`src/rtl/hrnode_param_pkg.sv`:
```
// Shared flit layout and helpers for the hierarchical-ring node.
// Optional feature macro used by the node: HRNODE_EJ_BP_EN.
package hrnode_param_pkg;

  localparam int unsigned control_w    = 144;
  localparam int unsigned HR_FLIT_W    = control_w;
  localparam int unsigned HR_VALID_BIT = 4;
  localparam int unsigned HR_DEST_LSB  = 0;
  localparam int unsigned HR_DEST_W    = 4;

  typedef logic [HR_DEST_W-1:0] hr_dest_t;

  function automatic hr_dest_t hr_dest(input logic [HR_VALID_BIT:0] lo);
    return lo[HR_DEST_LSB +: HR_DEST_W];
  endfunction

endpackage

```
`src/rtl/hrnode_param_injq.sv`:
```
// Per-channel local injection FIFO (power-of-two depth, no bypass).
module hrnode_injq
  import hrnode_param_pkg::*;
#(
  parameter int unsigned W     = HR_FLIT_W,
  parameter int unsigned DEPTH = 4
) (
  input  logic         clk,
  input  logic         rst,
  input  logic         push_i,
  input  logic [W-1:0] data_i,
  input  logic         pop_i,
  output logic [W-1:0] head_o,
  output logic         full_o,
  output logic         empty_o
);

  localparam int unsigned PW = $clog2(DEPTH);
  localparam int unsigned CW = $clog2(DEPTH + 1);

  logic [W-1:0]  mem_q [DEPTH];
  logic [PW-1:0] wr_q, wr_d, rd_q, rd_d;
  logic [CW-1:0] cnt_q, cnt_d;
  logic          do_push, do_pop;

  assign full_o  = (cnt_q == CW'(DEPTH));
  assign empty_o = (cnt_q == '0);
  assign head_o  = mem_q[rd_q];
  assign do_push = push_i && !full_o;
  assign do_pop  = pop_i && !empty_o;

  always_comb begin
    wr_d  = wr_q;
    rd_d  = rd_q;
    cnt_d = cnt_q;
    if (do_push) wr_d = wr_q + PW'(1);
    if (do_pop)  rd_d = rd_q + PW'(1);
    case ({do_push, do_pop})
      2'b10:   cnt_d = cnt_q + CW'(1);
      2'b01:   cnt_d = cnt_q - CW'(1);
      default: cnt_d = cnt_q;
    endcase
  end

  always_ff @(posedge clk or negedge rst) begin
    if (!rst) begin
      wr_q  <= '0;
      rd_q  <= '0;
      cnt_q <= '0;
    end else begin
      wr_q  <= wr_d;
      rd_q  <= rd_d;
      cnt_q <= cnt_d;
    end
  end

  // Storage needs no reset: cleared pointers make stale entries unreachable.
  always_ff @(posedge clk) begin
    if (do_push) mem_q[wr_q] <= data_i;
  end

endmodule

```
`src/rtl/hrnode_param.sv`:
```
// Parametrised hierarchical-ring node: per-channel eject / pass / inject.
// Optional ejection back-pressure (portl_rdy) via macro HRNODE_EJ_BP_EN.
module hrnode_param
  import hrnode_param_pkg::*;
#(
  parameter logic [HR_DEST_W-1:0] ADDR   = 4'b0010,
  parameter int unsigned          CH     = 2,
  parameter int unsigned          FLIT_W = HR_FLIT_W,
  parameter int unsigned          QDEPTH = 4
) (
  input  logic                 clk,
  input  logic                 rst,
  input  logic [CH*FLIT_W-1:0] port_i,
  input  logic [CH*FLIT_W-1:0] port_local_i,
  output logic [CH*FLIT_W-1:0] port_o,
  output logic [CH*FLIT_W-1:0] port_local_o,
  output logic [CH-1:0]        portl_ack
`ifdef HRNODE_EJ_BP_EN
  ,
  input  logic [CH-1:0]        portl_rdy
`endif
);

  logic [CH-1:0] sink_rdy;

`ifdef HRNODE_EJ_BP_EN
  assign sink_rdy = portl_rdy;
`else
  assign sink_rdy = '1;
`endif

  for (genvar c = 0; c < CH; c++) begin : g_ch
    logic [FLIT_W-1:0] ring, loc, head;
    logic [FLIT_W-1:0] out_d, out_q, ej_d, ej_q;
    logic              hit, pass, pop, push, full, empty;

    assign ring = port_i[c*FLIT_W +: FLIT_W];
    assign loc  = port_local_i[c*FLIT_W +: FLIT_W];

    // Ack is held low during reset even though the FIFO already reads not-full.
    assign push         = loc[HR_VALID_BIT] && !full && rst;
    assign portl_ack[c] = push;

    always_comb begin
      hit   = ring[HR_VALID_BIT] && (hr_dest(ring[HR_VALID_BIT:0]) == ADDR) && sink_rdy[c];
      pass  = ring[HR_VALID_BIT] && !hit;
      pop   = !pass && !empty;
      ej_d  = hit ? ring : '0;
      out_d = '0;
      if (pass)     out_d = ring;
      else if (pop) out_d = head;
    end

    hrnode_injq #(
      .W     (FLIT_W),
      .DEPTH (QDEPTH)
    ) u_injq (
      .clk     (clk),
      .rst     (rst),
      .push_i  (push),
      .data_i  (loc),
      .pop_i   (pop),
      .head_o  (head),
      .full_o  (full),
      .empty_o (empty)
    );

    always_ff @(posedge clk or negedge rst) begin
      if (!rst) begin
        out_q <= '0;
        ej_q  <= '0;
      end else begin
        out_q <= out_d;
        ej_q  <= ej_d;
      end
    end

    assign port_o[c*FLIT_W +: FLIT_W]       = out_q;
    assign port_local_o[c*FLIT_W +: FLIT_W] = ej_q;
  end

endmodule

```
`config.mk`:
```
export PLATFORM = sky130hd
export DESIGN_NAME = hrnode_param
export DESIGN_NICKNAME = d
export VERILOG_FILES = /design/src/rtl/hrnode_param_pkg.sv /design/src/rtl/hrnode_param_injq.sv /design/src/rtl/hrnode_param.sv
export SDC_FILE = /design/constraint.sdc
export NUM_CORES = 1
export LEC_CHECK = 0
export ABC_AREA = 1
export CORE_MARGIN = 2
export CORE_UTILIZATION = 30
export DETAILED_ROUTE_END_ITERATION = 16
export GPL_TIMING_DRIVEN = 0
export PLACE_DENSITY_LB_ADDON = 0.12
export SKIP_LAST_GASP = 1
export SLEW_MARGIN = 20
export SYNTH_ARGS = -nofsm -noshare
export SYNTH_HDL_FRONTEND = slang
export SYNTH_SLANG_ARGS = --single-unit
```
`constraint.sdc`:
```
create_clock -name clk -period 9.48 [get_ports clk]
set_input_delay 1.422 -clock clk [delete_from_list [all_inputs] [get_ports clk]]
set_output_delay 1.422 -clock clk [all_outputs]
set_load 0.005 [all_outputs]
```
Word-level counts from Yosys, hierarchy flattened
Memory sizes are Yosys's and may differ from the RTL's.
Cells that the tools add are included.
- output and inout bits: 578
- memory bits (writable): 1152
- word-level logic and storage cells: 66
- register bits: 590
- memories kept: 2
- input port bits: 578
- $add $sub $neg: 8
- multiplexer cells: 12
- equal/unequal tests: 8
- reductions and logical operators: 26
- memories (memory ; words ; width ; read ports ; clocked after memory_dff ; wr ports ; line ; RTL):
    g_ch[0].u_injq.mem_q ; 4 ; 144 ; 1 ; 0 ; 1 ; hrnode_param_injq.sv:21 ; logic [W-1:0] mem_q [DEPTH];
    g_ch[1].u_injq.mem_q ; 4 ; 144 ; 1 ; 0 ; 1 ; hrnode_param_injq.sv:21 ;
- operator list (operator ; count):
    $mux 144 ; 6
    $logic_and 1x1->1 ; 14
    $pmux 3 s2 ; 2
    $add 2x1->2 const B ; 4
    $eq 4x2->1 const B ; 2
    $logic_not 1->1 ; 8
    $add 3x1->3 const B ; 2
    $eq 3x3->1 const B ; 2
    $logic_not 3->1 ; 2
    $sub 3x1->3 const B ; 2
    $eq 2x1->1 const B ; 2
    $eq 2x2->1 const B ; 2
    $mux 1 ; 4
    $reduce_bool 2->1 ; 2

Logic depth before layout (Yosys ltp)
Gate-level depths: netlist (run 1).
- depth in word-level cells: 9
- gate-level depth with buffers: 12
- gate-level depth less buffers: 11

Modules after synthesis
From an unflattened synthesis (run 1), not the netlist that was laid out.
- cell total of the unflattened synthesis: 5639
- area, all modules: 68005.2 sq um
- by module, submodules not included (module ; area each (sq um) ; cells an instance ; seq. area each (sq um) ; times used):
    hrnode_injq (g_ch[0].u_injq) ; 23737.8 ; 1741 ; 17471.8 ; 1
    hrnode_injq (g_ch[1].u_injq) ; 23264.8 ; 1740 ; 17471.8 ; 1
    hrnode_param ; 21002.6 ; 2158 ; 14413.8 ; 1

Worst setup path after synthesis (run 1)
OpenSTA, ideal clock, no wires.
- path type: input port to flip-flop
- start point: input port rst
- end point: memory g_ch[0].u_injq.mem_q[0][0] in the netlist's numbering, enable pin
- arrival time: 7.675 ns
- stages on the path: 2
- buffers on the path: 0
- slack: 1.155 ns
- data required time: 8.830 ns
- setup time: 0.650 ns
- path through: nand3_1 -> nor2_1
- longest elaborated chain between the ends: 4
- RTL lines (element ; line ; RTL):
    start: declaration ; hrnode_param.sv:12 ; input logic rst,
    $logic_and 1x1->1 ; hrnode_param.sv:41 ; assign push = loc[HR_VALID_BIT] && !full && rst;
    $logic_and 1x1->1 ; hrnode_param_injq.sv:29 ; assign do_push = push_i && !full_o;
    $mux 1 ; hrnode_param_injq.sv:59 ; if (do_push) mem_q[wr_q] <= data_i;
    $mux 1 (not written as such) ; hrnode_param_injq.sv:59 ;
    end: declaration ; hrnode_param_injq.sv:21 ;
Every way passes these cells.

Worst setup path in the final report (run 1)
- start point: input port rst
- end point: output port portl_ack[1]
- longest elaborated chain between the ends: 1
- RTL lines (element ; line ; RTL):
    $logic_and 1x1->1 ; hrnode_param.sv:41 ;
    end: declaration ; hrnode_param.sv:17 ; output logic [CH-1:0] portl_ack
Every way passes these cells.

==> flow_summary.json, run 1 <==
{
  "status": "finished clean",
  "powerDensity_mw_per_mm2": 262,
  "die-area_mm2": 0.236,
  "p_int_w": 0.0163,
  "setup_tns_ns": 0,
  "core_mm2": 0.231,
  "cap_violations": 0,
  "reg2regPathDepth": 9,
  "antenna_left": 0,
  "fp.dieW_um": 486,
  "syn_inst": 6743,
  "hp-class": "in -> async",
  "grt_pass1_vias": 49100,
  "fin_ws_ns": 4.21,
  "drt_wl_total_mm": 239,
  "routedWlPerCell_um": 20.9,
  "rows": 176,
  "pwr-share-comb": 0.306,
  "syn-cell-area_mm2": 0.0697,
  "stdcell_area_mm2": 0.0936,
  "ys_types": 18,
  "clk_latency_ns": 0.85,
  "path_clk_slew_ns": 0.05,
  "startpoint_type": "input pin",
  "setup_violations": 0,
  "finClkSkew_ns": 0.0483,
  "rsz0062_at_grt": "no",
  "syn_area_per_cell_um2": 10.3,
  "numCtsBuffers": 199,
  "cp_max_fo": 51,
  "endpoint": "portl_ack[1]",
  "end_kind": "output pin",
  "crit_type": "in -> out",
  "synth_top_area_cell": "edfxtp_1",
  "drtPass1Iterations": 5,
  "synth.yosys.seq_area_share": 0.708,
  "grt_usage": 0.199,
  "rrSetupSlack_ns": 6.47,
  "leakage_nw": 43.3,
  "post_cts_resized": 0,
  "yosys_warnings": 0,
  "antenna_found_initial": 100,
  "worstPathArrival_ns": 3.85,
  "routabilityCongestion": 0.837,
  "tightest_slew_ns": 0.881,
  "drc_errors": 0,
  "rr_endpoint": "g_ch[1].u_injq.mem_q[0][90]",
  "pwr-share-clk": 0.308,
  "placed_area_mm2": 0.0871,
  "slew_violations": 0,
  "io_buffer_count": 1155,
  "p_total_w": 0.0245,
  "finalHoldViolCount": 0,
  "overflow": 0,
  "area.growth.synth_to_final_pct": 34.2,
  "synth_area_leaders": "edfxtp_1 (50%), dfrtp_1 (21%), nand2_1 (11%), inv_1 (7.8%), nand3_1 (6.3%)",
  "layout-drive-gt1-share": 0.0710,
  "p_switching_w": 0.00830,
  "grt_pass1_wl_mm": 342,
  "maxSlewHeadroom": 0.413,
  "vias_per_cell": 4.30,
  "pre_cts_ws_ns": 4.11,
  "start_util": 0.302,
  "nNetsFinal": 8773,
  "ys_ff_latch": 1742,
  "seqPwrFrac": 0.386,
  "fin_crit_ns": 5.27,
  "fp.dieH_um": 486,
  "worst_ep_required_time_ns": 8.06,
  "ios": 1156,
  "via_count": 49100,
  "max-vdd-ir-drop_v": 0.000161,
  "root_buffer": "clkbuf_16",
  "p_sw_frac": 0.338,
  "grt_max_degree": 91,
  "cts_tree": "done",
  "timing.final.crit_share": 0.556,
  "timing.fmax_mhz": 190,
  "clkSinkCount": 1742,
  "dp_hpwl_mm": 176,
  "worstReg2RegStart": "g_ch[1].u_injq.cnt_q[0]",
  "cp-startpoint": "rst",
  "postCtsHoldBufs": 0,
  "htreeDepth": 4,
  "cts_buffer_depth": 3,
  "dr.first_iter.drc_count": 3253,
  "cts_setup_buffers": 0,
  "synth.top_cell.area_share": 0.496
}
-- cell families after synthesis --
logic type | share of synthesized area
AO/OA/AOI/OAI | 0.000144
XOR/XNOR | 0.00101
adder cells (fa/ha/maj) | 0.00237
buffers and inverters | 0.100
flip-flops | 0.708
other | 0.0000538
AND/OR/NAND/NOR | 0.188
-- worst min-delay path by stage --
stage | from | endpoint | slack (ns) | cells after the start
finish | rst | g_ch[0].out_q[92] | 0.46 | 1
global route | rst | g_ch[0].out_q[92] | 0.44 | 1
CTS | rst | g_ch[0].out_q[92] | 0.39 | 1
detailed placement | g_ch[0].u_injq.cnt_q[2] | g_ch[0].u_injq.cnt_q[2] | 0.48 | 1
global placement | g_ch[0].u_injq.cnt_q[2] | g_ch[0].u_injq.cnt_q[2] | 0.48 | 1
floorplan | g_ch[0].u_injq.cnt_q[2] | g_ch[0].u_injq.cnt_q[2] | 0.46 | 1
-- registers in the layout, summed over array words and instances (netlist names) --
signal	flops
g_ch.ej_q	288
g_ch.out_q	288
g_ch.u_injq.cnt_q	6
g_ch.u_injq.mem_q	1152
g_ch.u_injq.rd_q	4
g_ch.u_injq.wr_q	4
-- final cells by class --
type                    instances  area, um2
plain buffers                 314       1510
clock inverters                81        719
inverters                    1458       5470
clock buffers                 294       5700
flip-flops and latches       1742      49400
repair buffers               1234      13500
fillers                     22300     137000
well taps                    3026       3790
multi-input cells            3234      13500
diodes                         30       75.1
-- cell usage after synthesis --
master    count
buf_1        27
buf_2       181
buf_4        26
clkbuf_1     80
conb_1        1
dfrtp_1     590
edfxtp_1   1152
fa_1          2
ha_1         10
inv_1      1452
inv_2         6
nand2_1    2036
nand3_1     876
nand4_1       2
nor2_1      292
o21ai_0       2
xnor2_1       2
xor2_1        6
-- metrics by stage --
step / hold slack (ns) / cells / util
3_3_place_gp: 0.479 / 10900 / 0.369
4_1_cts: 0.392 / 11400 / 0.405
2_1_floorplan: 0.463 / 6748 / -
5_1_grt: 0.437 / 11400 / 0.406
3_5_place_dp: 0.478 / 11000 / 0.378
6_report: 0.465 / 11400 / 0.406
-- worst max-delay path, stage by stage --
cell	delay [ns]
buf_8	0.30
buf_16	0.29
buf_16	0.27
nand3_1	0.49
inv_1	0.20
buf_4	0.13
clkdlybuf4s50_1	0.59
-- cells in the final DEF (no fill, tap or decap) --
master / netlist / routed
nand2_1: 2036 / 2036
inv_1: 1452 / 1452
clkdlybuf4s50_1: 0 / 1154
edfxtp_1: 1152 / 1152
nand3_1: 876 / 876
dfrtp_1: 590 / 590
nor2_1: 292 / 284
clkbuf_16: 0 / 205
buf_2: 181 / 181
clkbuf_1: 80 / 141
buf_16: 0 / 46
clkinv_2: 0 / 36
buf_12: 0 / 31
diode_2: 0 / 30
buf_1: 27 / 27
buf_4: 26 / 26
clkbuf_8: 0 / 24
clkinv_1: 0 / 22
ha_1: 10 / 10
nor2_4: 0 / 8
bufinv_16: 0 / 7
inv_2: 6 / 6
xor2_1: 6 / 6
conb_1: 1 / 6
clkbuf_2: 0 / 4
clkinv_16: 0 / 4
inv_6: 0 / 3
clkinv_4: 0 / 3
nand4_1: 2 / 2
o21ai_0: 2 / 2
xnor2_1: 2 / 2
fa_1: 2 / 2
clkinv_8: 0 / 2
clkinvlp_4: 0 / 2
buf_8: 0 / 2
inv_16: 0 / 1
inv_4: 0 / 1
buf_6: 0 / 1
-- routing by layer --
layer,share of wire,GRT usage,vias to the layer above
met4,0.027,0.0600,72
met5,0.0020,0,-
met1,0.43,0.253,23500
met3,0.062,0.0483,411
met2,0.48,0.332,1387
li1,-,-,23700
-- power by group through the flow --
| stage | logic [W] | registers, W | clock network [W] |
|---|---|---|---|
| after floorplan | 0.00354 | 0.00977 | 0 |
| after global placement | 0.00738 | 0.00998 | 0 |
| after detailed placement | 0.00766 | 0.00963 | 0 |
| after CTS | 0.00770 | 0.00949 | 0.00774 |
| after global routing | 0.00829 | 0.00957 | 0.00804 |
| final | 0.00751 | 0.00948 | 0.00755 |
(Power assumes the default switching activity.)
==> inputs of run 2 (changes only) <==
==> constraint.sdc (replaced) <==
create_clock -name clk -period 5.05 [get_ports clk]
set_input_delay 0.7575 -clock clk [delete_from_list [all_inputs] [get_ports clk]]
set_output_delay 0.7575 -clock clk [all_outputs]
set_load 0.005 [all_outputs]
==> run 2 against run 1 <==
Compared with the run above:
- setup slack worse by 3.5 ns
- clock power is 88% higher
- routed wire length is 1.2% higher
- clock skew is 0.0014 ns lower
- count of clock-buffer cells in the layout stayed put
- sequential power is 88% higher
- first-iteration DRC count is 1.8% higher
- die area stayed put
- highest routed layer unchanged
==> flow_summary.json, run 2 (synthesis gave the netlist of run 1 again) <==
{
  "fp.dieH_um": 486,
  "max-vdd-ir-drop_v": 0.000319,
  "worst_ep_required_time_ns": 4.29,
  "crit_chain": "dlygate4sd3_1 > buf_8 > buf_16 > nand3_1 > inv_1 > buf_4 > clkdlybuf4s50_1",
  "cts_buffer_depth": 3,
  "placed_cells": 11000,
  "drc_errors": 0,
  "cp_max_fo": 72,
  "most-common-layout-cells": "nand2_1 (2036), inv_1 (1452), clkdlybuf4s50_1 (1154), edfxtp_1 (1152), nand3_1 (876)",
  "final_common_cell": "nand2_1",
  "leakage_nw": 43.2,
  "hp-class": "in -> async",
  "timing.fmax_mhz": 233,
  "grt_pass1_vias": 48500,
  "fin_ws_ns": 0.754,
  "end_kind": "output pin",
  "post-route-util": 0.405,
  "clk_latency_ns": 0.84,
  "cap_violations": 0,
  "io_buffer_count": 1155,
  "antenna_found_initial": 96,
  "largest_register_ffs": 1152,
  "setup_violations": 0,
  "overflow": 0,
  "top_register": "g_ch.u_injq.mem_q",
  "stdcell_area_mm2": 0.0934,
  "powerDensity_mw_per_mm2": 494,
  "via_count": 49100,
  "drt_wl_total_mm": 242,
  "nNetsFinal": 8770,
  "dp_hpwl_mm": 178,
  "drtPass1Iterations": 6,
  "stdcell_count": 11400,
  "placed_area_mm2": 0.0870,
  "status": "finished clean",
  "setup_tns_ns": 0,
  "worst_path_largest_cell_delay_ns": 0.56,
  "clkSinkCount": 1742,
  "routedWlPerCell_um": 21.2,
  "root_buffer": "clkbuf_16",
  "area.growth.synth_to_final_pct": 34.0,
  "antenna_left": 0,
  "reg.largest.list": "g_ch.u_injq.mem_q (1152), g_ch.ej_q (288), g_ch.out_q (288)",
  "slew_violations": 0,
  "cp_slowest_cell": "dlygate4sd3_1",
  "layout-drive-gt1-share": 0.0690,
  "vias_per_cell": 4.30,
  "rsz0062_at_grt": "no",
  "tightest_slew_ns": 0.896,
  "routabilityCongestion": 0.836,
  "finClkSkew_ns": 0.0468,
  "grt_max_degree": 98,
  "numCtsBuffers": 196,
  "fin_crit_ns": 4.30,
  "cts_tree": "done",
  "worstPathArrival_ns": 3.54,
  "maxSlewHeadroom": 0.401,
  "htreeDepth": 4,
  "finalHoldViolCount": 0,
  "rows": 176,
  "core_mm2": 0.231,
  "pre_cts_ws_ns": 0.855,
  "path_clk_slew_ns": 0.05,
  "startpoint_type": "input pin",
  "grt_pass1_wl_mm": 345,
  "ios": 1156,
  "start_util": 0.302,
  "dr.first_iter.drc_count": 3313,
  "post_cts_resized": 0,
  "grt_usage": 0.200,
  "timing.final.crit_share": 0.851,
  "die-area_mm2": 0.236,
  "fp.dieW_um": 486,
  "crit_type": "in -> out"
}
==> run 2: cell count changes in the layout (fill, tap and decap cells not counted), moves of 5 or more <==
cell / before / now
clkbuf_1: 141 / 147
clkbuf_8: 24 / 19
clkinv_2: 36 / 27
buf_16: 46 / 36
diode_2: 30 / 36
buf_12: 31 / 42
clkinv_1: 22 / 27
bufinv_16: 7 / 12
==> run 2: area by class of cell <==
| type | count | area [um2] |
|---|---|---|
| fill | 22200 | 137000 |
| clock inverter | 76 | 746 |
| tap | 3026 | 3790 |
| multi-input combinational | 3234 | 13500 |
| timing repair buffer | 1234 | 13400 |
| antenna | 36 | 90.1 |
| inverter | 1458 | 5470 |
| buffer | 314 | 1510 |
| clock buffer | 294 | 5610 |
| sequential | 1742 | 49400 |
==> run 2: metal layers <==
metal	vias to the layer above	global-route usage	wire length, um
met2	1342	0.333	116000
met1	23600	0.260	103000
met5	-	0	380
met3	388	0.0476	15100
li1	23800	-	-
met4	60	0.0572	6350
==> run 2: power breakdown <==
group          internal [W]  switching [W]
logic               0.00506        0.00913
clock network       0.00828        0.00590
registers            0.0172       0.000535
==> run 2: metrics by stage <==
step                hold WS [ns]  total power, W
finish                     0.432          0.0461
floorplan                  0.462          0.0249
global placement           0.479          0.0325
CTS                        0.371          0.0469
detailed placement         0.480          0.0325
global route               0.402          0.0487
==> run 2: final timing paths <==
check,start,depth (start not counted),to,slack (ns)
setup / recovery,rst,7,portl_ack[0],0.75
hold / removal,rst,2,g_ch[1].out_q[18],0.43
setup reg to reg,g_ch[0].u_injq.cnt_q[0],9,g_ch[0].u_injq.mem_q[1][90],2.08
hold reg to reg,g_ch[1].u_injq.cnt_q[2],1,g_ch[1].u_injq.cnt_q[2],0.49
max in group asynchronous,rst,5,g_ch[0].ej_q[92],2.71
min in group clk,port_i[264],3,g_ch[1].ej_q[120],0.46
==> run 2: worst max-delay path, delay by kind of cell <==
family | cells | cell delay, ns
simple gates | 1 | 0.53
buf+inv | 6 | 2.12
==> run 2: repair_timing <==
item | CTS | global route
hold buffers | 1 | 0
setup endpoints to repair | 0 | 0
hold endpoints to repair | 38 | 0
setup buffers | 0 | 0
